--- config.mk ---
export PLATFORM = sky130hd
export DESIGN_NAME = palette_lut
export DESIGN_NICKNAME = d
export VERILOG_FILES = /design/src/rtl/palette_pkg.sv /design/src/rtl/palette_shade.sv /design/src/rtl/palette_lut.sv
export SDC_FILE = /design/constraint.sdc
export NUM_CORES = 1
export LEC_CHECK = 0
export BUFFER_PORTS_ARGS = -buffer_cell sky130_fd_sc_hd__buf_2
export CAP_MARGIN = 20
export CELL_PAD_IN_SITES_DETAIL_PLACEMENT = 1
export CELL_PAD_IN_SITES_GLOBAL_PLACEMENT = 1
export CORE_UTILIZATION = 40
export CTS_CLUSTER_SIZE = 40
export DETAILED_ROUTE_END_ITERATION = 12
export GPL_TIMING_DRIVEN = 0
export PLACE_DENSITY_LB_ADDON = 0.15
export SLEW_MARGIN = 25
export SYNTH_ARGS = -nofsm -noshare
export SYNTH_HDL_FRONTEND = slang
export SYNTH_HIERARCHICAL = 1
export SYNTH_SLANG_ARGS = --single-unit
--- constraint.sdc ---
create_clock -name Clk -period 4.2 [get_ports Clk]
set_input_delay 0.42 -clock Clk [delete_from_list [all_inputs] [get_ports Clk]]
set_output_delay 0.42 -clock Clk [all_outputs]
set_load 0.05 [all_outputs]
--- src/rtl/palette_pkg.sv ---
// Shared types for the sprite colour palette: shading modes, RGB/entry structs,
// FSM states and the power-on default table.
package palette_pkg;

  typedef enum logic [1:0] {
    SOLID  = 2'd0,
    HGRAD  = 2'd1,
    VGRAD  = 2'd2,
    TRANSP = 2'd3
  } palette_mode_t;

  typedef struct packed {
    logic [7:0] r;
    logic [7:0] g;
    logic [7:0] b;
  } rgb_t;

  typedef struct packed {
    palette_mode_t mode;
    rgb_t          rgb;
  } palette_entry_t;

  typedef enum logic {
    ST_INIT  = 1'b0,
    ST_READY = 1'b1
  } pal_state_t;

  // idx0 is the dark-blue sky gradient, idx2 white, everything else black.
  function automatic palette_entry_t default_entry(input int idx);
    palette_entry_t e;
    e.mode = SOLID;
    e.rgb  = '{r: 8'h00, g: 8'h00, b: 8'h00};
    case (idx)
      0: begin
        e.mode = HGRAD;
        e.rgb  = '{r: 8'h00, g: 8'h00, b: 8'h7F};
      end
      2: e.rgb = '{r: 8'hFF, g: 8'hFF, b: 8'hFF};
      default: ;
    endcase
    return e;
  endfunction

endpackage

--- src/rtl/palette_shade.sv ---
// Combinational per-pixel shader: saturating subtract of a coordinate-derived
// step from each channel, or transparency.
module palette_shade
  import palette_pkg::*;
#(
  parameter int COORD_W    = 10,
  parameter int GRAD_SHIFT = 3
) (
  input  palette_mode_t        mode_i,
  input  rgb_t                 base_i,
  input  logic [COORD_W-1:0]   x_i,
  input  logic [COORD_W-1:0]   y_i,
  output rgb_t                 rgb_o,
  output logic                 transp_o
);

  // Wide enough that neither operand can reach the sign bit.
  localparam int DW = ((COORD_W > 8) ? COORD_W : 8) + 1;

  logic [COORD_W-1:0] coord;
  logic [DW-1:0]      amt;

  function automatic logic [7:0] sat_sub(input logic [7:0] ch, input logic [DW-1:0] a);
    logic [DW-1:0] diff;
    diff = DW'(ch) - a;
    return diff[DW-1] ? 8'h00 : diff[7:0];
  endfunction

  always_comb begin
    coord    = (mode_i == VGRAD) ? y_i : x_i;
    amt      = DW'(coord >> GRAD_SHIFT);
    rgb_o    = base_i;
    transp_o = 1'b0;
    case (mode_i)
      HGRAD, VGRAD: begin
        rgb_o.r = sat_sub(base_i.r, amt);
        rgb_o.g = sat_sub(base_i.g, amt);
        rgb_o.b = sat_sub(base_i.b, amt);
      end
      TRANSP: begin
        rgb_o    = '0;
        transp_o = 1'b1;
      end
      default: ;
    endcase
  end

endmodule

--- src/rtl/palette_lut.sv ---
// Programmable colour palette: self-loading register table, run-time write port,
// and a 2-stage lookup/shade pipeline.
module palette_lut
  import palette_pkg::*;
#(
  parameter int IDX_W      = 4,
  parameter int GRAD_SHIFT = 3,
  parameter int COORD_W    = 10
) (
  input  logic               Clk,
  input  logic               Reset,
  input  logic               pix_valid_in,
  input  logic [IDX_W-1:0]   color_idx,
  input  logic [COORD_W-1:0] DrawX,
  input  logic [COORD_W-1:0] DrawY,
  output logic               pix_valid_out,
  output logic [7:0]         SP_Red,
  output logic [7:0]         SP_Green,
  output logic [7:0]         SP_Blue,
  output logic               SP_transparent,
  input  logic               wr_valid,
  output logic               wr_ready,
  input  logic [IDX_W-1:0]   wr_idx,
  input  logic [1:0]         wr_mode,
  input  logic [23:0]        wr_rgb,
  output logic               init_done
);

  localparam int DEPTH = 1 << IDX_W;

  palette_entry_t pal_q [DEPTH];

  pal_state_t         state_q, state_d;
  logic [IDX_W-1:0]   ptr_q, ptr_d;
  logic               init_done_q;

  // vld_pipe_q[0] = S1 valid, vld_pipe_q[1] = output valid
  logic [1:0]         vld_pipe_q;
  palette_entry_t     s1_ent_q;
  logic [COORD_W-1:0] s1_x_q, s1_y_q;
  logic               s1_init_q;

  rgb_t               shade_rgb;
  logic               shade_transp;
  rgb_t               out_rgb_q;
  logic               out_transp_q;

  always_comb begin
    state_d = state_q;
    ptr_d   = ptr_q;
    if (state_q == ST_INIT) begin
      ptr_d = ptr_q + 1'b1;
      if (ptr_q == IDX_W'(DEPTH - 1)) state_d = ST_READY;
    end
  end

  always_ff @(posedge Clk) begin
    if (Reset) begin
      state_q     <= ST_INIT;
      ptr_q       <= '0;
      init_done_q <= 1'b0;
    end else begin
      state_q     <= state_d;
      ptr_q       <= ptr_d;
      if (state_q == ST_READY) init_done_q <= 1'b1;
    end
  end

  // Table has no reset of its own: INIT reloads every entry after Reset.
  always_ff @(posedge Clk) begin
    if (!Reset) begin
      if (state_q == ST_INIT)
        pal_q[ptr_q] <= default_entry(int'(ptr_q));
      else if (wr_valid)
        pal_q[wr_idx] <= '{mode: palette_mode_t'(wr_mode), rgb: rgb_t'(wr_rgb)};
    end
  end

  // S1 reads the pre-edge table, so a same-cycle write is seen one lookup later.
  always_ff @(posedge Clk) begin
    if (Reset) begin
      vld_pipe_q <= '0;
      s1_ent_q   <= '{mode: SOLID, rgb: '0};
      s1_x_q     <= '0;
      s1_y_q     <= '0;
      s1_init_q  <= 1'b0;
    end else begin
      vld_pipe_q <= {vld_pipe_q[0], pix_valid_in};
      s1_ent_q   <= pal_q[color_idx];
      s1_x_q     <= DrawX;
      s1_y_q     <= DrawY;
      s1_init_q  <= (state_q == ST_INIT);
    end
  end

  palette_shade #(
    .COORD_W   (COORD_W),
    .GRAD_SHIFT(GRAD_SHIFT)
  ) u_shade (
    .mode_i  (s1_ent_q.mode),
    .base_i  (s1_ent_q.rgb),
    .x_i     (s1_x_q),
    .y_i     (s1_y_q),
    .rgb_o   (shade_rgb),
    .transp_o(shade_transp)
  );

  always_ff @(posedge Clk) begin
    if (Reset) begin
      out_rgb_q    <= '0;
      out_transp_q <= 1'b0;
    end else if (vld_pipe_q[0]) begin
      out_rgb_q    <= s1_init_q ? rgb_t'('0) : shade_rgb;
      out_transp_q <= s1_init_q ? 1'b0 : shade_transp;
    end
  end

  assign pix_valid_out  = vld_pipe_q[1];
  assign SP_Red         = out_rgb_q.r;
  assign SP_Green       = out_rgb_q.g;
  assign SP_Blue        = out_rgb_q.b;
  assign SP_transparent = out_transp_q;
  assign wr_ready       = (state_q == ST_READY);
  assign init_done      = init_done_q;

endmodule

==> flow_summary.ini <==
[power]
clockPowerShare = 0.393
intPower_mw = 8.26
seqPwrFrac = 0.507
power.total_mw = 10.9
p_sw_frac = 0.243
powerDensity_mw_per_mm2 = 462
p_leak_nw = 8.70
switchingPower_mw = 2.65
power_frac_comb = 0.101
ir_worst_vdd_uv = 295

[routing]
dr_total_vias = 11900
m1WireLength_mm = 24.0
top_layer = met5
dr_wl_met3_mm = 2.39
ant_nets = 0
dr.first_iter.drc_count = 911
first_pass_iters = 5
wl_per_cell_um = 25.2
post-route-drc-count = 0
wirelength_mm = 55.5
detail_route.vias_per_cell = 5.41
wl_met2_mm = 27.3

[global_route]
grt_first_pass_wirelength_mm = 81.1
grt_pass1_vias = 12300
antenna_found_initial = 2
grt-ovfl-total = 0
grt_max_degree = 17
grt_usage = 0.222

[hold_path]
whs_path_depth = 2
hp-start = DrawX[4]
min_to = s1_x_q[4]
hold_class = in2reg

[floorplanning]
die_h_um = 227
start_util = 0.405
die_w_um = 227
core-area_mm2 = 0.0500
io_pins = 86
core.rowCount = 82
die-area_mm2 = 0.0515

[sta]
worst_pin_slew_ns = 1.07
period_needed_ns = 3.55
slew_headroom = 0.283
drv_slew = 0
hold_violations = 0
worst_slack_ns = 0.650
finClkSkew_ns = 0.0242
setup_viol = 0
fmax_ghz = 0.282
finalCritPeriodShare = 0.845
rsz0062_at_grt = no

[final_layout]
final_nets = 1568
final_cell_mix = 416 x edfxtp_1, 197 x mux2i_1, 95 x buf_2
layout-drive-gt1-share = 0.168
finalNonFillerCells = 2201
final_core_util = 0.472
area.growth.synth_to_final_pct = 16.7
num-fill-cells = 4940
final_common_cell = edfxtp_1

[setup_path]
arrival_ns = 4.08
cp.required_ns = 4.73
reg2reg_from = s1_ent_q[24]
reg2reg_to = SP_Red[4]
path_class = reg2reg
r2r_slack_ns = 0.65
critPathCaptureType = register
crit_fanout = 10
r2r_cells = 16
start_kind = register

[clock_tree]
cts_max_path_buffers = 3
post_cts_buffers = 0
clock_latency_ns = 0.60
h-tree-depth = 2
numCtsBuffers = 52
cts_tree = built
clk_pin_slew_worst_paths_ns = 0.06
clockRootBuffer = clkbuf_16
clkSinkCount = 490

[placed_design]
place_hpwl_mm = 37.8
dpl_worst_slack_ns = 0.586
placed_cells = 2101
portBuffers = 78
globalplace.congestion = 0.835

[yosys]
synthesis.nets = 1414
syn_area_mm2 = 0.0202
yosys_warnings = 6
syn-instance-count = 1335
syn_avg_cell_area_um2 = 15.1

[run]
max_cap_viol_count = 0

[status]
status = finished clean
-- worst max-delay path by stage --
stage	startpoint	end	slack, ns	cells after the start
global placement	Reset	pal_q[1][15]	-0.55	6
CTS	s1_ent_q[24]	SP_Red[4]	0.56	16
floorplan	wr_ready	pal_q[3][0]	1.21	5
detailed placement	s1_ent_q[24]	SP_Red[4]	0.59	16
global route	s1_ent_q[24]	SP_Red[4]	0.39	16
finish	s1_ent_q[24]	SP_Red[4]	0.65	16
-- worst max-delay path, cell delays in order (launching register included) --
cell and delay, ns:
dfxtp_1 0.31, inv_1 0.07, ha_1 0.17, buf_6 0.17, mux2_2 0.46, ha_1 0.22, inv_1 0.07, fa_1 0.24
o21ai_0 0.13, a31oi_1 0.29, o21ai_1 0.14, o22ai_2 0.20, buf_4 0.21, a21oi_1 0.07, o21ai_0 0.42, nand3b_1 0.13
a21oi_1 0.15
-- cell type report --
class                   instances  area, um2  area share
diodes                          1       2.50    0.000106
plain buffers                  80        518      0.0219
clock buffers                  73       1420      0.0603
clock inverters                20        138     0.00583
inverters                      25       93.8     0.00397
multi-input cells             740       5760       0.244
flip-flops and latches        490      14000       0.592
well taps                     672        841      0.0356
repair buffers                100        853      0.0361
-- stage by stage --
| stage | hold slack, ns | area (um2) | setup TNS (ns) |
|---|---|---|---|
| after detailed placement | 0.468 | 22000 | 0 |
| after CTS | 0.00656 | 23600 | 0 |
| after floorplan | 0.496 | 20200 | 0 |
| after global routing | 0.0201 | 23600 | 0 |
| after global placement | 0.449 | 21500 | -127.51 |
| final | 0.0412 | 23600 | 0 |
-- sequential cells by signal (all words and copies together) (netlist names) --
signal,cells
wr_ready,1
SP_Blue,8
SP_transparent,1
ptr_q,4
pal_q,416
s1_ent_q,26
init_done,1
vld_pipe_q,2
SP_Red,8
SP_Green,8
s1_init_q,1
s1_x_q,7
s1_y_q,7
-- power groups by stage --
stage	combinational, mW	sequential (mW)	clock (mW)
after floorplan	0.680	5.64	0
after global placement	1.04	5.63	0
after detailed placement	1.10	5.63	0
after CTS	1.11	5.53	4.37
after global routing	1.20	5.54	4.55
final	1.10	5.53	4.28
-- what timing repair did --
action,in CTS,in global routing
endpoints found under the hold margin,6,0
endpoints found under the setup margin,0,0
resized for setup,0,0
hold buffers,6,0
-- layer usage --
layer  global-route usage  vias to the layer above
met4               0.0743                        2
met5                    0                        -
met2                0.378                      262
met1                0.288                     6173
li1                     -                     5398
met3               0.0332                       80
(Power assumes the default switching activity.)
